`src/rtl/pwm_ramp_sequencer_if.sv`:
```
// rtl/pwm_ramp_sequencer_if.sv - switch pulses in, setpoint/duty/motor status out
interface pwm_ramp_sequencer_if #(
  parameter int DUTY_W = 7
);
  logic              swt_increase;
  logic              swt_decrease;
  logic              swt_start_stop;
  logic [DUTY_W-1:0] setpoint;
  logic [DUTY_W-1:0] duty_out;
  logic              motor_running;
  logic              ramping;
  logic [1:0]        state;

  modport master (
    output swt_increase, swt_decrease, swt_start_stop,
    input  setpoint, duty_out, motor_running, ramping, state
  );

  modport slave (
    input  swt_increase, swt_decrease, swt_start_stop,
    output setpoint, duty_out, motor_running, ramping, state
  );
endinterface

```
`src/rtl/pwm_ramp_sequencer.sv`:
```
// rtl/pwm_ramp_sequencer.sv - soft-start/soft-stop duty ramp sequencer with 4-state motor FSM
module pwm_ramp_sequencer #(
  parameter int DUTY_W   = 7,
  parameter int DUTY_MAX = 100,
  parameter int STEP     = 10,
  parameter int SP_INIT  = 50,
  parameter int RAMP_DIV = 50000
) (
  input logic                clk,
  input logic                rst,
  pwm_ramp_sequencer_if.slave bus
);

  typedef enum logic [1:0] {
    IDLE      = 2'd0,
    RAMP_UP   = 2'd1,
    RUN       = 2'd2,
    RAMP_DOWN = 2'd3
  } state_t;

  localparam int CNT_W = (RAMP_DIV > 1) ? $clog2(RAMP_DIV) : 1;

  localparam logic [DUTY_W-1:0] STEP_N  = DUTY_W'(STEP);
  localparam logic [DUTY_W-1:0] MAX_N   = DUTY_W'(DUTY_MAX);
  localparam logic [DUTY_W-1:0] INIT_N  = DUTY_W'(SP_INIT);
  localparam logic [DUTY_W-1:0] ONE_N   = DUTY_W'(1);
  localparam logic [DUTY_W:0]   STEP_W1 = (DUTY_W+1)'(STEP);
  localparam logic [DUTY_W:0]   MAX_W1  = (DUTY_W+1)'(DUTY_MAX);
  localparam logic [CNT_W-1:0]  CNT_TOP = CNT_W'(RAMP_DIV - 1);
  localparam logic [CNT_W-1:0]  CNT_ONE = CNT_W'(1);

  state_t            state_q, state_d;
  logic [DUTY_W-1:0] duty_q, duty_d;
  logic [DUTY_W-1:0] sp_q, sp_d;
  logic [CNT_W-1:0]  cnt_q, cnt_d;
  logic [DUTY_W:0]   sp_sum;
  logic              tick;

  assign tick   = (state_q != IDLE) && (cnt_q == CNT_TOP);
  assign sp_sum = {1'b0, sp_q} + STEP_W1;

  // Setpoint next value: saturating step, opposing pulses cancel
  always_comb begin
    sp_d = sp_q;
    if (bus.swt_increase && !bus.swt_decrease) begin
      sp_d = (sp_sum > MAX_W1) ? MAX_N : sp_sum[DUTY_W-1:0];
    end else if (bus.swt_decrease && !bus.swt_increase) begin
      sp_d = (sp_q < STEP_N) ? '0 : (sp_q - STEP_N);
    end
  end

  // Motor FSM next state and duty; start_stop outranks completion
  always_comb begin
    state_d = state_q;
    duty_d  = duty_q;
    case (state_q)
      IDLE: begin
        duty_d = '0;
        if (bus.swt_start_stop) state_d = RAMP_UP;
      end
      RAMP_UP: begin
        if (bus.swt_start_stop) begin
          state_d = RAMP_DOWN;
        end else if (duty_q >= sp_q) begin
          // Setpoint may have dropped below the applied duty mid-ramp
          state_d = RUN;
          duty_d  = sp_q;
        end else if (tick) begin
          duty_d = duty_q + ONE_N;
        end
      end
      RUN: begin
        if (bus.swt_start_stop) begin
          state_d = RAMP_DOWN;
        end else if (tick) begin
          if (duty_q < sp_q)      duty_d = duty_q + ONE_N;
          else if (duty_q > sp_q) duty_d = duty_q - ONE_N;
        end
      end
      RAMP_DOWN: begin
        if (bus.swt_start_stop) begin
          state_d = RAMP_UP;
        end else if (duty_q == '0) begin
          state_d = IDLE;
        end else if (tick) begin
          duty_d = duty_q - ONE_N;
        end
      end
      default: state_d = IDLE;
    endcase
  end

  // Tick divider restarts on every state change and rests in IDLE
  always_comb begin
    cnt_d = cnt_q + CNT_ONE;
    if (state_d != state_q || state_q == IDLE || tick) cnt_d = '0;
  end

  // State, duty, setpoint and divider registers
  always_ff @(posedge clk or negedge rst) begin
    if (!rst) begin
      state_q <= IDLE;
      duty_q  <= '0;
      sp_q    <= INIT_N;
      cnt_q   <= '0;
    end else begin
      state_q <= state_d;
      duty_q  <= duty_d;
      sp_q    <= sp_d;
      cnt_q   <= cnt_d;
    end
  end

  assign bus.state         = state_q;
  assign bus.duty_out      = duty_q;
  assign bus.setpoint      = sp_q;
  assign bus.motor_running = (state_q != IDLE);
  assign bus.ramping       = (state_q != IDLE) &&
                             (duty_q != ((state_q == RAMP_DOWN) ? '0 : sp_q));

endmodule

```
`src/flat_wrapper.sv`:
```
// flat-port wrapper written by rule: the top's interface ports become plain ports
module pwm_ramp_sequencer_flat 
#(
  parameter int DUTY_W   = 7,
  parameter int DUTY_MAX = 100,
  parameter int STEP     = 10,
  parameter int SP_INIT  = 50,
  parameter int RAMP_DIV = 50000
)
  (clk, rst, bus_swt_increase, bus_swt_decrease, bus_swt_start_stop, bus_setpoint, bus_duty_out, bus_motor_running, bus_ramping, bus_state);
  pwm_ramp_sequencer_if #(.DUTY_W(DUTY_W)) bus_i ();
  input logic clk;
  input logic rst;
  input wire logic [$bits(bus_i.swt_increase)-1:0] bus_swt_increase;
  input wire logic [$bits(bus_i.swt_decrease)-1:0] bus_swt_decrease;
  input wire logic [$bits(bus_i.swt_start_stop)-1:0] bus_swt_start_stop;
  output wire logic [$bits(bus_i.setpoint)-1:0] bus_setpoint;
  output wire logic [$bits(bus_i.duty_out)-1:0] bus_duty_out;
  output wire logic [$bits(bus_i.motor_running)-1:0] bus_motor_running;
  output wire logic [$bits(bus_i.ramping)-1:0] bus_ramping;
  output wire logic [$bits(bus_i.state)-1:0] bus_state;
  assign bus_i.swt_increase = bus_swt_increase;
  assign bus_i.swt_decrease = bus_swt_decrease;
  assign bus_i.swt_start_stop = bus_swt_start_stop;
  assign bus_setpoint = bus_i.setpoint;
  assign bus_duty_out = bus_i.duty_out;
  assign bus_motor_running = bus_i.motor_running;
  assign bus_ramping = bus_i.ramping;
  assign bus_state = bus_i.state;
  pwm_ramp_sequencer #(.DUTY_W(DUTY_W), .DUTY_MAX(DUTY_MAX), .STEP(STEP), .SP_INIT(SP_INIT), .RAMP_DIV(RAMP_DIV)) u_core (.clk(clk), .rst(rst), .bus(bus_i));
endmodule
```
`config.mk`:
```
export PLATFORM = sky130hd
export DESIGN_NAME = pwm_ramp_sequencer_flat
export DESIGN_NICKNAME = d
export VERILOG_FILES = /design/src/rtl/pwm_ramp_sequencer_if.sv /design/src/rtl/pwm_ramp_sequencer.sv /design/src/flat_wrapper.sv
export SDC_FILE = /design/constraint.sdc
export NUM_CORES = 1
export LEC_CHECK = 0
export CORE_MARGIN = 4
export CORE_UTILIZATION = 59
export CTS_CLUSTER_SIZE = 16
export DETAILED_ROUTE_END_ITERATION = 10
export PLACE_DENSITY = 0.77
export SYNTH_ARGS = -nofsm -noshare
export SYNTH_HDL_FRONTEND = slang
export SYNTH_SLANG_ARGS = --single-unit
```
`constraint.sdc`:
```
create_clock -name clk -period 3.2 [get_ports clk]
set_clock_uncertainty 0.1 [all_clocks]
set_input_delay 0.64 -clock clk [delete_from_list [all_inputs] [get_ports clk]]
set_output_delay 0.64 -clock clk [all_outputs]
set_load 0.02 [all_outputs]
```
; After elaboration in Yosys (flattened, before gate mapping)
; Index checks and enable logic that the tools add are counted.
[op_classes]
reduce_logical = 13
mux = 24
add_sub_neg = 5
magnitude_cmp = 5
n_eq_ne = 14
[op_table]
columns = cell, n
row1 = $mux W7, 15
row2 = $pmux W7 S4, 1
row3 = $add A16 B1 Y16 const B, 1
row4 = $eq A16 B16 Y1 const B, 1
row5 = $mux W16, 1
row6 = $mux W2, 6
row7 = $add A7 B4 Y8 const B, 1
row8 = $gt A8 B7 Y1 const B, 1
row9 = $ne A2 B2 Y1 const B, 4
row10 = $pmux W2 S4, 1
row11 = $reduce_and A8 Y1, 1
row12 = $add A7 B1 Y7 const B, 1
row13 = $ge A7 B7 Y1, 1
row14 = $gt A7 B7 Y1, 1
row15 = $logic_not A7 Y1, 1
row16 = $lt A7 B4 Y1 const B, 1
row17 = $lt A7 B7 Y1, 1
row18 = $ne A7 B7 Y1, 1
row19 = $sub A7 B1 Y7 const B, 1
row20 = $sub A7 B4 Y7 const B, 1
row21 = $ne A3 B1 Y1 const B, 2
row22 = $eq A2 B2 Y1 const B, 2
row23 = $logic_and A1 B1 Y1, 4
row24 = $ne A2 B1 Y1 const B, 2
row25 = 6 further kinds, 9
[word_totals]
input_bits = 5
register_bits = 32
out_inout_bits = 18
wordCells = 65

; Longest topological paths before layout
; Gate-level depths: netlist (run 1).
[logic_depth]
depth_word = 8
mapped_depth = 11
depth_no_buf = 8

; Worst setup path after synthesis (run 1)
; Ideal clock, no wire load.
[synth_timing]
kind = register to register
start = register u_core.sp_q[4] (netlist: u_core.bus.setpoint[4])
end = register u_core.cnt_q[8]
slack_ps = 290
required_ps = 3032
path_stages_with_launch = 12
arrival_time_ps = 2742
setup_ps = 68
path_buffers = 4
period_less_slack_ps = 2910
cell_sequence = dfstp_2 -> clkbuf_1 -> inv_1 -> ha_1 -> a211oi_2 -> o21ba_1 -> buf_6 -> a31oi_4 -> or4_4 -> buf_6 -> buf_12 -> nor2_4
[synth_via]
elab_chain_len = 8
[synth_rtl]
columns = item, line_no
row1 = from (decl), pwm_ramp_sequencer.sv:34  ; logic [DUTY_W-1:0] sp_q, sp_d;
row2 = from (signal assigned), pwm_ramp_sequencer.sv:109  ; sp_q <= sp_d;
row3 = $ge A7 B7 Y1, pwm_ramp_sequencer.sv:64  ; end else if (duty_q >= sp_q) begin
row4 = $mux W2, pwm_ramp_sequencer.sv:64
row5 = $mux W2, pwm_ramp_sequencer.sv:62  ; if (bus.swt_start_stop) begin
row6 = $pmux W2 S4, pwm_ramp_sequencer.sv:56  ; case (state_q)
row7 = $ne A2 B2 Y1, pwm_ramp_sequencer.sv:96  ; if (state_d != state_q || state_q == IDLE || tick) cnt_d = '0;
row8 = $logic_or A1 B1 Y1 (2 in a row), pwm_ramp_sequencer.sv:96
row9 = $mux W16, pwm_ramp_sequencer.sv:96
row10 = via u_core.cnt_d[8], pwm_ramp_sequencer.sv:35  ; logic [CNT_W-1:0] cnt_q, cnt_d;
row11 = to (signal assigned), pwm_ramp_sequencer.sv:110  ; cnt_q <= cnt_d;
row12 = to (decl), pwm_ramp_sequencer.sv:35
; The timed path passes the listed nets, and every way through them passes these cells.
; A chain may end at the register's enable or synchronous reset.

; Worst setup path in the final report (run 1)
[layout_timing]
start = register u_core.state_q[1] (netlist: u_core.bus.state[1])
end = output bus_ramping
[layout_via]
elab_chain_len = 4
word_cells_on_any_way = 5
classes_between = 2 x eq/ne / 1 x mux / 2 x reduce/logical
[layout_rtl]
columns = item, line_no
row1 = from (decl), pwm_ramp_sequencer.sv:32  ; state_t state_q, state_d;
row2 = from (signal assigned), pwm_ramp_sequencer.sv:107  ; state_q <= state_d;
row3 = $eq A2 B2 Y1, pwm_ramp_sequencer.sv:119  ; (duty_q != ((state_q == RAMP_DOWN) ? '0 : sp_q));
row4 = $mux W7, pwm_ramp_sequencer.sv:119
row5 = $ne A7 B7 Y1, pwm_ramp_sequencer.sv:119
row6 = $logic_and A1 B1 Y1 (*), pwm_ramp_sequencer.sv:118  ; assign bus.ramping = (state_q != IDLE) &&
row7 = to (decl), flat_wrapper.sv:20  ; output wire logic [$bits(bus_i.ramping)-1:0] bus_ramping;
; Mark *: on every way between the ends. The rest lies on a longest branch, timed or not.

==> summary.md, run 1 <==
The flow ran to the end, and the final reports show no timing, DRC or antenna violations. The worst setup path is of the register to output port kind. The deepest clock path buffer count came out at 2.

The logs give 0 for the number of hold violations in the final report and 2.32 ns for the data arrival time of the worst path. The peak fanout along the critical path works out to 6. The share of the synthesized area in the top cell type was 0.259; the register-to-register setup slack was 0.25 ns. The average routed wire per standard cell works out to 16.5 um. The tools report the maximum number of pins on one net before global-route repair as 32.

The path with the worst hold slack has its endpoint at u_core.cnt_q[0]$_DFF_PN0_. Synthesis handed over a netlist of 326 instances. Setup violations remaining at the end of the flow were counted as 0. From bottom edge to top edge, the die measures 75.7 um. The global router's overall resource usage came out at 0.255. Sorting the synthesized cells by area gives the leading types as dfrtp_1 26%, ha_1 6.0%, o21ai_0 4.6%, xnor2_1 4.5%, nor2_4 3.3%. The initialized floorplan defines 24 standard-cell rows.

Final wirelength: 6630 um. For the maximum VDD drop, the log shows 0.749 mV. Max-slew headroom at the worst pin: 0.598.

Timing analysis after detailed placement gives a worst setup slack of 0.147 ns. The commonest non-fill, non-tap cell in the layout is dfrtp_1. The worst-case reg-to-reg path depth is 7.

The register bit total from synthesis works out to 31. The reg-to-reg critical path startpoint was u_core.bus.setpoint[4]$_DFFE_PN1P_. The area growth from synthesis to layout works out to 15.2%. The first global-routing pass estimated 11200 um of wire. The terminus of the critical flop-to-flop path is u_core.bus.duty_out[6]$_DFFE_PN0P_. Class of the most critical hold timing path: register to register. The final weighted congestion in routability-driven placement was 0.964. Max-cap violations in this run came to 0. Detailed placement ended at an HPWL of 4810 um.

The share of the clock period used by the worst path was 0.956. Setup total negative slack on the finished layout was measured at 0 ns. Start point of the worst min-delay path: u_core.cnt_q[0]$_DFF_PN0_. The library cell with the largest summed area after synthesis was dfrtp_1. The post-synthesis sequential area ratio was 0.288; the mean instance size in the synthesized netlist was 8.30 um^2. Using the TritonRoute via totals, the vias-per-cell ratio works out to 6.24. The layout cell share with drive strength beyond 1 works out to 0.149. For the number of pins exceeding their max-slew limit in the final report, the log shows 0. The first TritonRoute pass finished after 4 iterations.

For this design the ratio of total power to cell area is 1140 nW/um^2. Across all setup checks in the final design, the least slack found is 0.142 ns. The worst setup path is launched from a register. The analysis attributes to cell leakage a power of 1.28 nW. The root buffer cell chosen for the clock tree is clkbuf_8. The worst setup path is captured at an output port.

The critical-path cell with the highest stage delay was a2111oi_2. The number of global-route vias before repair was 2329. Among all flip-flop cells after synthesis, the most frequent one is dfrtp_1. The chip width is 75.7 um, and the share of async-settable or async-resettable flops after synthesis is 1.00. The tools report the number of antenna violations at the first check in global routing as 0.

Leaving out filler cells and counting taps, the final layout contains 402. Counting distinct cell types in the post-synthesis netlist gives 67. Counting stages on the worst path, the most repeated cell is nand2_1.

The shortest period the worst path allows works out to 3.06 ns. The buffers plus inverters on the worst setup path is 1. Start point of the critical path: u_core.bus.state[1]$_DFF_PN0_.

After detailed placement, the total cell area comes to 3000 um^2. Setup repair after global routing left no endpoint under its margin. The number of clock sinks seen by CTS is 31, and the post-layout net count is 367. The run gives 2507 as the overall via count from detail_route.

The number of nets with antenna violations after routing is 0, and the number of cells after detailed placement is 394. The count of warnings emitted by yosys came out at 0. Counting flops with a built-in enable in the synthesized netlist gives 0. The cell depth of the worst hold path came out at 1. The top cell types in the final layout, fill and taps aside, are 28 x dfrtp_1, 25 x o21ai_0, 23 x nand2_1. In this design, the stage delay of the slowest critical-path cell is 0.41 ns. 0 antenna diodes ended up in the layout. Summing every instance area after synthesis gives 2710 um^2. Number of buffers inserted by port buffering: 21. TritonCTS built the clock tree. The starting density of the core was 0.617. The critical path goes through nand2_1 -> nand2_1 -> a221o_1 -> a2111oi_2 -> a31oi_1 -> o21a_1 -> dlygate4sd2_1.

The floorplan step defined a die boundary enclosing 5730 um^2. The H-tree was split into 2 levels. The data required time of the critical path is 2.46 ns, and the maximum clock frequency is 0.327 GHz.

The family with the most delay on the worst path is compound AO/OA/AOI/OAI gates. The number of top-level pins is 23. The post-route DRC violation count is 0, and the area of the core region is 4380 um^2. The clock-pin slew reported for the worst setup and hold paths after clock tree synthesis works out to 0.07 ns. The net count after synthesis is 344. Counting buffers and inverters, the worst setup path is 7 cells deep. Once layout is done, the placed cells without fillers occupy 3120 um^2.

The clock reaches the later pin of the worst-skew pair after 0.29 ns. The total grt overflow is 0, and the initial DRC count is 199. The clock buffer count from CTS is 5, and the transition at the pin with the smallest max-transition slack is 0.598 ns.
## cells by family (layout without fill, tap and decap cells)
| kind of cell | Yosys count | after routing | share of synthesized area |
|---|---|---|---|
| other cells | 1 | 1 | 0.00139 |
| flops | 31 | 31 | 0.288 |
| buf+inv | 41 | 65 | 0.0726 |
| mux | 3 | 3 | 0.0120 |
| simple gates | 118 | 118 | 0.252 |
| compound gates | 96 | 96 | 0.240 |
| xor+xnor | 23 | 23 | 0.0744 |
| fa+ha+maj | 13 | 13 | 0.0601 |
## cell type report
| type | instances | area [um^2] |
|---|---|---|
| well taps | 52 | 65.1 |
| flip-flops and latches | 31 | 779 |
| multi-input cells | 254 | 1740 |
| fillers | 367 | 1270 |
| repair buffers | 41 | 359 |
| inverters | 16 | 60.1 |
| clock inverters | 2 | 35.0 |
| clock buffers | 6 | 82.6 |
## how the worst max path moves through the flow
stage                                endpoint  slack (ns)
floorplan           u_core.cnt_q[8]$_DFF_PN0_        0.29
global placement                  bus_ramping        0.18
detailed placement                bus_ramping        0.15
CTS                               bus_ramping        0.13
global route                      bus_ramping       0.004
finish                            bus_ramping        0.14
## per-layer routing
layer / GRT usage / vias up / part of all wire
li1: - / 1236 / -
met1: 0.356 / 1176 / 0.45
met2: 0.394 / 85 / 0.47
met3: 0.0449 / 10 / 0.066
met4: 0.0932 / 0 / 0.015
met5: 0 / - / 0
## sequential cells by signal (all words and copies together) (netlist names)
| register | flops |
|---|---|
| u_core.bus.state | 2 |
| u_core.bus.setpoint | 6 |
| u_core.cnt_q | 16 |
| u_core.bus.duty_out | 7 |
## power by group
| group | leakage, nW | total (mW) | switching, mW | internal, mW |
|---|---|---|---|---|
| registers | 0.402 | 0.624 | 0.115 | 0.509 |
| logic | 0.820 | 2.52 | 1.48 | 1.03 |
| clock network | 0.0612 | 0.414 | 0.162 | 0.252 |
## worst register-to-register path: stages (launching register included)
cell and delay, ns:
dfstp_2 0.66, inv_1 0.13, ha_1 0.32, a211oi_2 0.26, o21ba_1 0.37, a31oi_4 0.14, o21ai_1 0.46, mux2_2 0.39
## cell usage after synthesis, drive strengths merged, types with 3 or more instances
cell	n
o22ai	4
nor4	3
o21ai	27
a22oi	3
and4	3
clkbuf	14
nor2	31
nand2	23
inv	16
a211oi	8
nand2b	3
dfstp	3
o211ai	7
and3	8
nand3	17
xor2	9
nand4	4
buf	11
o21a	4
ha	13
nor3	6
dfrtp	28
a31oi	6
a21oi	17
xnor2	14
and2	4
## per-stage QoR
| stage | utilization | total power, mW | hold slack [ns] |
|---|---|---|---|
| 2_1_floorplan | - | 2.40 | 0.244 |
| 3_3_place_gp | 0.683 | 3.06 | 0.353 |
| 3_5_place_dp | 0.683 | 3.10 | 0.357 |
| 4_1_cts | 0.711 | 3.53 | 0.369 |
| 5_1_grt | 0.711 | 3.83 | 0.394 |
| 6_report | 0.711 | 3.56 | 0.364 |
## what timing repair did
action,in CTS,in global routing
buffers inserted,0,0
hold buffers,0,0
endpoints found under the setup margin,1,0
resized for setup,3,0
(Power assumes the default switching activity.)
==> run 2, diff against run 1 <==
Settings changed: CORE_MARGIN 4 to 2, SKIP_CTS_REPAIR_TIMING set to 1.
==> run 2 against run 1 <==
Global-route usage grew 2.9 points. Sequential cell count is the same. Clock power shrank 22%. Sequential share of layout area grew 0.13 points. Critical endpoint is now u_core.cnt_q[2]$_DFF_PN0_. Largest power group unchanged. Highest routed layer unchanged.
==> summary.md, run 2 (synthesis gave the netlist of run 1 again) <==
The deepest clock path buffer count was 2 (unchanged). The wire length of the first global-routing pass is 11500 um (+2.1%), and the maximum clock frequency is 0.337 GHz (+2.9%). Data arrival time of the worst path: 3.08 ns (+0.76 ns). The min-delay analysis places its worst path in the category register to register. For the maximum VDD drop, the log shows 0.708 mV (-5.5%). For the final design instance area without fill, the log shows 3100 um^2 (-0.52%). The clock-pin slew reported for the worst setup and hold paths after clock tree synthesis was 0.07 ns (about the same); the shortest period the worst path allows was 2.97 ns (-0.0874 ns).

The worst register-to-register path begins at u_core.bus.setpoint[5]$_DFFE_PN1P_. The run finished with clean final reports. For the number of global-route vias before repair, the log shows 2328 (-0.043%). The top cell types in the final layout, fill and taps aside, are 28 x dfrtp_1, 25 x o21ai_0, 22 x nand2_1, 21 x buf_4.

The chip width came out at 71.7 um (-5.3%). The post-route DRC violation count was 0 (unchanged). The detailed-route vias per instance came out at 6.43 (+3.2%). TritonCTS built the clock tree. The worst setup path is captured at a register. Clock root buffer master: clkbuf_8. The number of levels the H-tree was split into is 2 (unchanged), and the final weighted congestion in routability-driven placement is 0.938 (-2.7%). The final worst slack is 0.230 ns (+0.0874 ns).

The max-capacitance violation count was 0 (unchanged). Post-placement worst setup slack: 0.199 ns (+0.0520 ns). The source-to-sink clock delay at the later pin of the worst-skew pair is 0.29 ns (about the same). The area growth from synthesis to layout was 14.6%; the overall via count from detail_route was 2586 (+3.2%). The most critical setup path has its endpoint at u_core.cnt_q[2]$_DFF_PN0_. Data required time of the critical path: 3.31 ns (+0.85 ns). Setup repair after global routing left no endpoint under its margin. The initial DRC count came out at 460 (+130%). Number of hold violations in the final report: 0 (unchanged).

The number of antenna violations at the first check in global routing was 0 (unchanged); the starting density of the core was 0.617 (unchanged). Share of the clock period used by the worst path: 0.928 (-0.0273). The number of top-level pins came out at 23 (unchanged). The total number of placement rows came out at 24 (unchanged). The total die area was 5140 um^2 (-10%); the worst-case reg-to-reg path depth was 8 (+1). The logs give 7030 um (+6.0%) for the final wirelength and 4380 um^2 (unchanged) for the area of the core region. Post-layout net count: 368 (+0.27%). Global router's overall resource usage: 0.284 (+0.0290).

The critical path starts at u_core.bus.setpoint[5]$_DFFE_PN1P_. Number of detailed-route iterations in the first pass: 5 (+1). The total power consumption of the routed design came out at 3.47 mW (-2.3%).

The final total negative setup slack came out at 0 ns (unchanged). The transition at the pin with the smallest max-transition slack is 0.591 ns (-0.00612 ns). The number of pins exceeding their max-slew limit in the final report came out at 0 (unchanged). The element type at the critical path start is a register. The number of clock sinks seen by CTS is 31 (unchanged). The worst register-to-register path ends at u_core.cnt_q[2]$_DFF_PN0_. The final antenna diode count was 0 (unchanged). The maximum number of pins on one net before global-route repair was 32 (unchanged); the clock buffer count from CTS was 5 (unchanged). The number of buffers inserted by port buffering is 21 (unchanged).

Total of endpoints with negative setup slack in the final report: 0 (unchanged). Leaving out fill and tap cells, the most frequent cell in the layout is dfrtp_1. The power density over the cells was 1120 nW/um^2 (-1.8%); the register-to-register setup slack was 0.23 ns (-0.02 ns). The max-slew headroom at the worst pin is 0.602 (+0.00412), and the cell area after placement is 3000 um^2 (+0.25%). The vertical die dimension was 71.7 um (-5.3%); the total grt overflow was 0 (unchanged). Number of nets with antenna violations after routing: 0 (unchanged). The peak fanout along the critical path works out to 16 (+10). The register bank with the most flops is u_core.cnt_q.

The layout cell share with drive strength beyond 1 was 0.151 (+0.00286). The setup path with the least slack is of type register to register. The static power due to leakage is 1.28 nW (-0.35%). The flip-flop count of the largest register, all copies and words added is 16 (unchanged), and the half-perimeter wire length of the detailed placement result is 4930 um (+2.3%). The average routed wire per standard cell came out at 17.5 um (+6.0%).
run 2: layer usage:
metal | wire length (um) | part of all wire | vias up | global-route usage
met1 | 3150 | 0.45 | 1222 | 0.396
li1 | - | - | 1237 | -
met3 | 465 | 0.066 | 11 | 0.0366
met2 | 3340 | 0.48 | 116 | 0.464
met4 | 74 | 0.011 | 0 | 0.0797
met5 | 0 | 0 | - | 0
run 2: critical path, stage by stage, from the launching register on:
cell	delay [ns]
dfstp_2	0.57
buf_4	0.18
inv_1	0.10
ha_1	0.29
o21ai_0	0.22
o21ba_1	0.34
a31oi_4	0.14
or4_4	0.73
nor2_1	0.22
run 2: area by class of cell:
cell class | count | area, um^2
multi-input cells | 254 | 1740
repair buffers | 42 | 370
flip-flops and latches | 31 | 779
clock inverters | 1 | 5.00
fillers | 350 | 1280
clock buffers | 6 | 82.6
inverters | 16 | 60.1
well taps | 52 | 65.1
run 2: power breakdown:
| group | internal [mW] | switching, mW | leakage [nW] |
|---|---|---|---|
| combinational | 1.01 | 1.52 | 0.830 |
| clock | 0.169 | 0.155 | 0.0470 |
| sequential | 0.509 | 0.112 | 0.402 |
| total | 1.69 | 1.78 | 1.28 |
run 2: metrics by stage:
step           cells   util  hold slack [ns]
5_1_grt          402  0.707            0.418
2_1_floorplan    326      -            0.244
4_1_cts          402  0.705            0.367
3_5_place_dp     395  0.685            0.358
6_report         402  0.707            0.365
3_3_place_gp     395  0.685            0.358
run 2: worst min path at each step:
stage / startpoint / endpoint / slack (ns) / cells after the start
6_report: u_core.cnt_q[0]$_DFF_PN0_ / u_core.cnt_q[0]$_DFF_PN0_ / 0.37 / 1
5_1_grt: u_core.cnt_q[0]$_DFF_PN0_ / u_core.cnt_q[0]$_DFF_PN0_ / 0.42 / 1
4_1_cts: u_core.cnt_q[0]$_DFF_PN0_ / u_core.cnt_q[0]$_DFF_PN0_ / 0.37 / 1
3_5_place_dp: u_core.cnt_q[0]$_DFF_PN0_ / u_core.cnt_q[0]$_DFF_PN0_ / 0.36 / 1
3_3_place_gp: u_core.cnt_q[0]$_DFF_PN0_ / u_core.cnt_q[0]$_DFF_PN0_ / 0.36 / 1
2_1_floorplan: rst / u_core.bus.duty_out[0]$_DFFE_PN0P_ / 0.24 / 0
==> run 3, diff against run 2 <==
Settings changed: CORE_UTILIZATION 59 to 53, PLACE_DENSITY 0.77 to 0.73.
Clock period 3.2 ns to 2.7 ns, I/O delays scaled along.
==> run 3 against run 2 <==
The run now ends with negative setup slack left. Die area rose by 11%. Design area grew 9.2%. Sequential cell count is the same. Largest cell class unchanged. Core utilization down 3.1 points. Largest power group unchanged. Sequential power rose by 16%. Non-clock buffer count up 19. Wire length is 3.0% higher. Worst hold slack improved by 0.0024 ns. Clock power grew 30%. Register-to-register slack worse by 0.17 ns. Critical path depth decreased by 1.
==> summary.md, run 3 (synthesis gave the netlist of run 1 again) <==
The logs give 0 (unchanged) for the post-route DRC violation count and 0 (unchanged) for the number of nets with antenna violations after routing. The half-perimeter wire length of the detailed placement result was 5300 um (+7.6%); the number of antenna violations at the first check in global routing was 0 (unchanged). The post-placement worst setup slack came out at -0.327 ns (-0.527 ns).

The wire length of the first global-routing pass is 11700 um (+2.4%), and the static power due to leakage is 1.38 nW (+8.3%). The tools report the maximum clock frequency as 0.361 GHz. The power density over the cells is 1380 nW/um^2 (+24%).

TritonCTS built the clock tree. The critical path class was register to output port. The total of endpoints with negative setup slack in the final report was 1 (+1).

The area growth from synthesis to layout works out to 25.2%. Final wirelength: 7240 um (+3.0%). The worst setup path is captured at an output port.

The total die area is 5690 um^2 (+11%), and the chip width is 75.5 um (+5.2%). The tools report the clock root buffer master as clkbuf_8. The source-to-sink clock delay at the later pin of the worst-skew pair was 0.29 ns (about the same); the number of buffers inserted by port buffering was 21 (unchanged). Initial DRC count: 182 (-60%).

The checks that failed: negative setup slack. The transition at the pin with the smallest max-transition slack was 0.629 ns (+0.0373 ns). The layout cell share with drive strength beyond 1 is 0.241 (+0.0891), and the number of clock sinks seen by CTS is 31 (unchanged). The run gives 5010 um^2 (+14%) as the area of the core region. The data required time of the critical path was 2.06 ns (-1.25 ns); the delay of the slowest cell on the worst path was 0.56 ns (-0.17 ns). The peak fanout along the critical path is 4 (-12).

The top cell types in the final layout, fill and taps aside, are 40 x buf_4, 28 x dfrtp_1, 22 x o21ai_0, 22 x nand2_1, 20 x clkdlybuf4s50_1. The deepest clock path buffer count came out at 2 (unchanged). Number of pins exceeding their max-slew limit in the final report: 0 (unchanged).

Class of the most critical hold timing path: register to register. The average routed wire per standard cell was 16.5 um (-5.9%); the number of hold violations in the final report was 0 (unchanged). The tools report the number of top-level pins as 23 (unchanged).

The data arrival time of the worst path came out at 2.13 ns (-0.95 ns). The max-capacitance violation count is 0 (unchanged), and the detailed-route vias per instance is 6.01 (-6.6%). Maximum number of pins on one net before global-route repair: 32 (unchanged). The clock-pin slew reported for the worst setup and hold paths after clock tree synthesis works out to 0.07 ns (about the same). The run gives 0.540 (-0.0771) as the starting density of the core. The largest individual stage delay along the critical path comes from the cell dfstp_2. Shortest period the worst path allows: 2.77 ns. The maximum VDD drop was 0.920 mV (+30%).

Walking the worst path, the cells encountered are nor4bb_4 -> a31oi_1 -> a2bb2oi_2 -> a2111oi_4 -> a31oi_1 -> o21a_1 -> buf_6. For the final core utilization, the log shows 0.676 (-0.0314). The family with the most delay on the worst path was compound AO/OA/AOI/OAI gates. The run gives 5 (unchanged) as the clock buffer count from CTS.

The final weighted congestion in routability-driven placement is 0.962 (+2.5%). The global router's overall resource usage came out at 0.270 (-0.0140). The logs give 2469 (+6.1%) for the number of global-route vias before repair and 0 (unchanged) for the total grt overflow. Register bank with the most flops: u_core.cnt_q.

The most numerous cell type found on the critical path is a31oi_1. The share of the clock period used by the worst path was 1.03. For the total number of placement rows, the log shows 26 (+8.3%). Setup repair after global routing could not meet its margin everywhere. The post-layout net count came out at 387 (+5.2%). The run finished, with violations left. The max-slew headroom at the worst pin was 0.580 (-0.0221); the flip-flop count of the largest register, all copies and words added was 16 (unchanged). The number of levels the H-tree was split into was 2 (unchanged); the overall via count from detail_route was 2645 (+2.3%).

The tools report the element type at the critical path start as a register. The commonest non-fill, non-tap cell in the layout is buf_4. The run gives 0.368 ns (+0.00235 ns) as the smallest hold slack. The run gives 4 (-1) as the number of detailed-route iterations in the first pass. The final antenna diode count came out at 0 (unchanged). The buffers plus inverters on the worst setup path was 1 (-1). The vertical die dimension came out at 75.5 um (+5.2%).

For the final worst slack, the log shows -0.0704 ns (-0.300 ns).
==> run 3: cell types whose count changed in the layout (fill, tap and decap cells not counted), moves of 2 or more <==
cell     previous run  this run
nor2_1             20        18
o21ai_0            25        22
buf_4              21        40
ha_1               13        11
nor2_2              3         5
ha_4                0         2
==> run 3: final cells by class <==
class	instances	area, um^2
clock buffer	7	96.3
fill	425	1620
tap	70	87.6
sequential	31	779
multi-input combinational	254	1840
timing repair buffer	61	512
clock inverter	1	7.51
inverter	16	60.1
==> run 3: worst paths after layout <==
| check | startpoint | endpoint | slack [ns] | cells past startpoint |
|---|---|---|---|---|
| min reg2reg | u_core.cnt_q[0]$_DFF_PN0_ | u_core.cnt_q[0]$_DFF_PN0_ | 0.37 | 1 |
| min | u_core.cnt_q[0]$_DFF_PN0_ | u_core.cnt_q[0]$_DFF_PN0_ | 0.37 | 1 |
| max in group asynchronous | rst | u_core.bus.setpoint[1]$_DFFE_PN1P_ | 1.62 | 2 |
| min in group asynchronous | rst | u_core.bus.setpoint[6]$_DFFE_PN0P_ | 0.54 | 2 |
| max reg2reg | u_core.bus.setpoint[5]$_DFFE_PN1P_ | u_core.cnt_q[10]$_DFF_PN0_ | 0.06 | 8 |
| max | u_core.bus.setpoint[5]$_DFFE_PN1P_ | bus_ramping | -0.07 | 7 |
==> run 3: per-layer routing <==
layer	part of all wire	track usage	up-vias
met4	0.021	0.0897	0
li1	-	-	1274
met1	0.43	0.353	1272
met2	0.49	0.455	83
met5	0	0	-
met3	0.058	0.0450	16
==> run 3: where the power goes <==
part / internal, mW / switching [mW] / total (mW)
sequential: 0.604 / 0.116 / 0.720
clock: 0.232 / 0.189 / 0.421
combinational: 1.55 / 2.00 / 3.54
total: 2.38 / 2.30 / 4.68
==> run 3: worst reg2reg max path, delay by kind of cell, from the launching register on <==
kind	cells	cell delay, ns
adder cells (fa/ha/maj)	1	0.31
AND/OR/NAND/NOR	2	0.85
flip-flops	1	0.56
buffers and inverters	2	0.24
AO/OA/AOI/OAI	3	0.52
==> run 3: per-stage QoR <==
stage / cells / TNS (ns) / total power [mW] / cell area, um^2
after floorplan: 326 / 0 / 2.93 / 2770
after global placement: 432 / -0.619 / 3.90 / 3200
after detailed placement: 432 / -1.43 / 3.97 / 3200
after CTS: 440 / -2.07 / 4.40 / 3300
after global routing: 440 / -0.500 / 5.03 / 3390
final: 440 / -0.0704 / 4.68 / 3390
